===== src/rtl/seq_multiplier.sv =====
// Sequential shift-add multiplier: one multiplier bit per clock, signed or unsigned per operation.
// The product of two WIDTH-bit operands takes WIDTH cycles through a single 2*WIDTH-bit adder.
module seq_multiplier #(
    parameter  int WIDTH = 8,
    localparam int CNTW  = $clog2(WIDTH + 1)
) (
    input  logic                 clk,
    input  logic                 rst,
    input  logic                 start,
    input  logic                 signed_mode,
    input  logic [WIDTH-1:0]     opa,
    input  logic [WIDTH-1:0]     opb,
    output logic                 busy,
    output logic                 done,
    output logic [2*WIDTH-1:0]   result,
    output logic                 dbg_state
);

    // Handshake: start is taken on a rising edge only while busy=0. The operation then
    // runs for WIDTH edges with busy=1; on the last edge done pulses for one cycle
    // (busy=0 again), result updates, and a start present in that cycle is accepted.

    typedef enum logic {
        IDLE = 1'b0,
        RUN  = 1'b1
    } state_t;

    state_t               state;
    logic [2*WIDTH-1:0]   mag_a;
    logic [WIDTH-1:0]     mag_b;
    logic [2*WIDTH-1:0]   acc;
    logic [CNTW-1:0]      cnt;
    logic                 neg;

    logic [WIDTH-1:0]     abs_a;
    logic [WIDTH-1:0]     abs_b;
    logic [2*WIDTH-1:0]   addend;
    logic [2*WIDTH-1:0]   acc_sum;

    // Magnitudes stay WIDTH-bit unsigned, so negating the most negative value
    // yields 2^(WIDTH-1) as an unsigned number without overflow.
    always_comb begin
        abs_a   = (signed_mode && opa[WIDTH-1]) ? (~opa + 1'b1) : opa;
        abs_b   = (signed_mode && opb[WIDTH-1]) ? (~opb + 1'b1) : opb;
        addend  = mag_b[0] ? mag_a : '0;
        acc_sum = acc + addend;
    end

    always_ff @(posedge clk) begin
        if (rst) begin
            state  <= IDLE;
            mag_a  <= '0;
            mag_b  <= '0;
            acc    <= '0;
            cnt    <= '0;
            neg    <= 1'b0;
            busy   <= 1'b0;
            done   <= 1'b0;
            result <= '0;
        end else begin
            done <= 1'b0;
            case (state)
                IDLE: begin
                    if (start) begin
                        mag_a <= {{WIDTH{1'b0}}, abs_a};
                        mag_b <= abs_b;
                        acc   <= '0;
                        cnt   <= CNTW'(WIDTH);
                        neg   <= signed_mode & (opa[WIDTH-1] ^ opb[WIDTH-1]);
                        busy  <= 1'b1;
                        state <= RUN;
                    end
                end
                RUN: begin
                    acc   <= acc_sum;
                    mag_a <= mag_a << 1;
                    mag_b <= mag_b >> 1;
                    cnt   <= cnt - CNTW'(1);
                    if (cnt == CNTW'(1)) begin
                        // Negating a zero accumulator gives zero, so a zero operand never yields a nonzero result.
                        result <= neg ? (~acc_sum + 1'b1) : acc_sum;
                        done   <= 1'b1;
                        busy   <= 1'b0;
                        state  <= IDLE;
                    end
                end
                default: state <= IDLE;
            endcase
        end
    end

    assign dbg_state = state;

endmodule


===== config.mk =====
export PLATFORM = sky130hd
export DESIGN_NAME = seq_multiplier
export DESIGN_NICKNAME = d
export VERILOG_FILES = /design/src/rtl/seq_multiplier.sv
export SDC_FILE = /design/constraint.sdc
export NUM_CORES = 1
export LEC_CHECK = 0
export BUFFER_PORTS_ARGS = -buffer_cell sky130_fd_sc_hd__clkbuf_2
export CELL_PAD_IN_SITES_DETAIL_PLACEMENT = 2
export CELL_PAD_IN_SITES_GLOBAL_PLACEMENT = 2
export CORE_MARGIN = 5
export CORE_UTILIZATION = 35
export CTS_BUF_LIST = sky130_fd_sc_hd__clkbuf_8 sky130_fd_sc_hd__clkbuf_16
export CTS_CLUSTER_DIAMETER = 120
export DETAILED_ROUTE_END_ITERATION = 10
export PLACE_DENSITY = 0.76
export SYNTH_ARGS = -nofsm -noshare
export SYNTH_HDL_FRONTEND = slang
export SYNTH_SLANG_ARGS = --single-unit
export TNS_END_PERCENT = 10

===== constraint.sdc =====
create_clock -name clk -period 3.77 [get_ports clk]
set_input_delay 0.5655 -clock clk [delete_from_list [all_inputs] [get_ports clk]]
set_output_delay 0.5655 -clock clk [all_outputs]
set_load 0.005 [all_outputs]

# Word level (Yosys, flattened, before mapping)
# Cells that the tools add are included.
[word_totals]
reg_bits = 64
inputBits = 20
out_inout_bits = 19
word_cells = 48
[classes]
addsub = 5
eq_ne = 3
n_mux = 19
n_bitwise = 6
n_reduce_logical = 6
[ops]
columns = ["op", "n"]
rows = [
  ["two-way mux 16 bit", 4],
  ["case mux 16 bit (2 select lines)", 2],
  ["two-way mux 8 bit", 3],
  ["adder 16 x 1 -> 16 bit, second input constant", 1],
  ["adder 16 bit", 1],
  ["adder 8 x 1 -> 8 bit, second input constant", 2],
  ["NOT 16 bit", 1],
  ["NOT 8 bit", 2],
  ["case mux 8 bit (2 select lines)", 1],
  ["case mux 4 bit (2 select lines)", 1],
  ["AND reduction 2 bit", 3],
  ["two-way mux 1 bit", 5],
  ["equality test 4 x 1 -> 1 bit, second input constant", 1],
  ["two-way mux 4 bit", 1],
  ["case mux 1 bit (2 select lines)", 2],
  ["subtractor 4 x 1 -> 4 bit, second input constant", 1],
  ["logical AND 1 bit", 2],
  ["!= test 2 x 1 -> 1 bit, second input constant", 1],
  ["!= test 2 bit, second input constant", 1],
  ["OR reduction 2 bit", 1],
  ["bitwise AND 1 bit", 1],
  ["NOT 1 bit", 1],
  ["XOR 1 bit", 1],
]

# Logic depth before layout (Yosys ltp)
[logic_depth]
word_depth = 5
mapped_depth = 12
depth_no_buf = 11

# Worst setup path before layout
# OpenSTA, ideal clock, no wires.
[synth_path]
path_kind = "register -> register"
startpoint = "register mag_b[0]"
endpoint = "register result[15]"
setup_time_ns = 0.117
arrival_time_ns = 2.973
t_required_ns = 3.653
slack_ns = 0.680
stages_incl_launch_ff = 13
n_path_buf = 1
synth_period_minus_slack_ns = 3.090
cell_sequence = "dfxtp_1 clkbuf_1 and2_1 ha_1 fa_1 a211oi_4 nor4b_4 nor4b_2 o21a_2 o2111ai_2 o41ai_2 xor2_1 a22o_1"
[synth_between]
elab_chain_cells = 5
[synth_lines]
columns = ["element", "line", "source"]
rows = [
  ["start, declared", "30", "logic [WIDTH-1:0] mag_b;"],
  ["start signal, assigned", "66", "mag_b <= abs_b;"],
  ["start signal, assigned", "77", "mag_b <= mag_b >> 1;"],
  ["two-way mux 16 bit (*)", "45", "addend = mag_b[0] ? mag_a : '0;"],
  ["adder 16 bit (*)", "46", "acc_sum = acc + addend;"],
  ["NOT 16 bit", "81", "result <= neg ? (~acc_sum + 1'b1) : acc_sum;"],
  ["adder 16 x 1 -> 16 bit", "81", ""],
  ["two-way mux 16 bit (*)", "81", ""],
  ["end signal, assigned", "81", ""],
  ["end, declared", "15", "output logic [2*WIDTH-1:0] result,"],
]
# Every way passes the cells marked *; elsewhere a longest branch is shown, timed or not.
# A chain may end at the register's enable or synchronous reset.

# Final worst setup path
[layout_path]
startpoint = "register mag_b[0]"
endpoint = "register result[13]"
# Same word-level chain as after synthesis.

==> metrics.yaml <==
power_frac_clock_pct: 47.8
syn_avg_cell_area_um2: 7.86
rsz0062_at_grt: "no"
detailed_place_hpwl_um: 9530
clk_pin_slew_ps: 60
cts_max_level: 3
final_common_cell: "nor2_1"
coreArea_um2: 11400
grt_max_degree: 48
critPathArrivalTime_ps: 3570
whs_path_depth: 2
cp_cell_sequence: "buf_4, and2_1, ha_1, a21o_1, nor4_1, a2111oi_0, nand3_1, o2111ai_2, o21ai_0, xor2_1, a211oi_1"
finalSetupViolCount: 0
cts_buffer_depth: 2
synth.net_count: 560
grt_pass1_vias: 4169
slew_viol_final: 0
power.leakage_nw: 1.97
first_iter_violations: 169
synth-edff-count: 0
finalHoldViolCount: 0
post-route-drc-count: 0
place.gp.congestion: 0.815
rows: 39
crit_buf_inv: 1
hold_class: "reg -> reg"
diodes: 0
r2r_cells: 11
outcome: "finished, final reports clean"
synth.distinct_cells: 61
cts_resized: 0
cts_hold_buf: 0
dieHeight_um: 118
timing.clock.skew_ps: 7.93
grt_pass1_wl_um: 21600
cts.sinks: 64
insertion_delay_ps: 340
endpoint_kind: "flop"
r2r_start: "mag_b[0]"
dieArea_um2: 13900
post-route-util_pct: 40.8
seqPwrFrac_pct: 40.8
numCtsBuffers: 9
syn_inst: 519
grt_overflow: 0
boundaryPins: 39
async_flop_share_pct: 0
min_delay_worst_endpoint: "mag_b[4]"
synth-main-ff-cell: "dfxtp_1"
vias_per_cell: 5.61
cp-start-kind: "flop"
r2r_end: "result[13]"
ir_drop_mv: 0.246
worst_pin_slew_ps: 997
drv_cap: 0
min_from: "mag_b[5]"
avgRoutedWirePerCell_um: 18.7
p_comb_share_pct: 11.3
netSwitchingPower_mw: 0.461
start_util_pct: 35.7
cts_tree: "built"
max_freq_mhz: 301
maxSlewHeadroom_pct: 33.5
die_w_um: 118
io_buffers: 38
area_growth_pct: 14.3
cp_max_fo: 11
finalNetCount: 582
drtAntennaViolNets: 0
yosys_warnings: 0
fin_crit_sh_pct: 88.2
p_int_mw: 1.31
post_cts_buffers: 0
routed_wl_um: 12900
crit_family: "compound AO/OA/AOI/OAI gates"
critical_path_required_ps: 4020
drive_above_1_share_pct: 14.5
rrSetupSlack_ps: 440
slowest_delay_ps: 650
root_buffer: "clkbuf_16"
ys_ff_latch: 64
grtUsageTotal_pct: 18.9
fin_setup_tns_ps: 0
antenna_found_initial: 0
switching_share_pct: 26.0
dr.pass1.iters: 4
n_fill_cell: 1334
ys_seq_area_share_pct: 31.4
mostFrequentLayoutCells: "nor2_1, dfxtp_1, a21oi_1"
netlist_area_um2: 4080
vias: 3851
crit_type: "reg -> reg"
power_density_nw_per_um2: 380
finalCriticalPeriod_ps: 3330
slowest_stage: "a2111oi_0"
==> worst max path at each step <==
stage               startpoint         end  slack (ps)  cells after the start
finish                mag_b[0]  result[13]         440                     11
global route          mag_b[0]  result[14]         180                     11
CTS                   mag_b[0]  result[15]         440                     11
detailed placement    mag_b[0]  result[15]         450                     11
global placement      mag_b[0]  result[14]         640                     11
floorplan             mag_b[0]  result[15]         680                     12
==> layer usage <==
metal / routed length (um) / vias up / track usage [%]
met4: 306 / 0 / 7.81
li1: - / 1899 / -
met2: 6110 / 59 / 31.1
met1: 6060 / 1875 / 23.9
met3: 380 / 18 / 3.94
met5: 0 / - / 0
==> power groups by stage <==
| stage | Combinational (mW) | Clock [mW] | Sequential, mW |
|---|---|---|---|
| 2_1_floorplan | 0.139 | 0 | 0.730 |
| 3_3_place_gp | 0.195 | 0 | 0.738 |
| 3_5_place_dp | 0.203 | 0 | 0.739 |
| 4_1_cts | 0.205 | 0.865 | 0.725 |
| 5_1_grt | 0.228 | 0.897 | 0.729 |
| 6_report | 0.201 | 0.848 | 0.724 |
==> worst reg2reg max path: stages, from the launching register on <==
cell and delay (ps):
dfxtp_1 340, buf_4 180, and2_1 150, ha_1 450
a21o_1 260, nor4_1 80, a2111oi_0 650, nand3_1 300
o2111ai_2 210, o21ai_0 160, xor2_1 200, a211oi_1 250
==> area by class of cell <==
cell class,instances,area [um2],share of cell area [%]
Clock inverter,3,42.5,0.913
Clock buffer,11,253,5.42
Multi-Input combinational cell,405,2610,56.0
Timing Repair Buffer,43,228,4.88
Tap cell,143,179,3.84
Sequential cell,64,1280,27.5
Inverter,18,67.6,1.45
==> flip-flops by register name (all words and copies together) (netlist names) <==
signal and flops:
busy 1, dbg_state 1, mag_b 8, result 16, neg 1, mag_a 16
acc 16, done 1, cnt 4
==> per-stage QoR <==
stage | instances | hold slack (ps) | cell area, um2 | power [mW] | setup slack, ps
floorplan | 519 | 455 | 4080 | 0.868 | 680
global placement | 673 | 469 | 4370 | 0.933 | 639
detailed placement | 673 | 484 | 4370 | 0.942 | 452
CTS | 687 | 498 | 4660 | 1.80 | 436
global route | 687 | 523 | 4660 | 1.85 | 179
finish | 687 | 493 | 4660 | 1.77 | 444
==> Yosys cell counts, types with 3 or more instances <==
cell type | number | area, um2
a211oi_1 | 19 | 143
a21o_1 | 5 | 37.5
a21oi_1 | 56 | 280
a311oi_1 | 7 | 61.3
a31oi_1 | 8 | 50.1
and2_1 | 18 | 113
and3_1 | 26 | 163
buf_1 | 4 | 15.0
buf_2 | 5 | 25.0
clkbuf_1 | 23 | 86.3
dfxtp_1 | 64 | 1280
ha_1 | 20 | 250
inv_1 | 18 | 67.6
mux2i_1 | 7 | 70.1
nand2_1 | 18 | 67.6
nand3_1 | 12 | 60.1
nand4_1 | 5 | 31.3
nor2_1 | 87 | 327
nor3_1 | 13 | 65.1
nor3b_1 | 4 | 30.0
nor4_1 | 3 | 18.8
o21ai_0 | 17 | 85.1
o21ai_1 | 3 | 15.0
or3_1 | 5 | 31.3
xnor2_1 | 15 | 131
xor2_1 | 13 | 114
==> kinds of logic after synthesis <==
group / Yosys count / synth area share (%)
mux: 7 / 1.72
compound gates: 140 / 22.6
xor+xnor: 29 / 6.41
simple gates: 208 / 26.5
buf+inv: 50 / 4.75
fa+ha+maj: 21 / 6.62
flops: 64 / 31.4
Power figures use the tool's default switching activity.
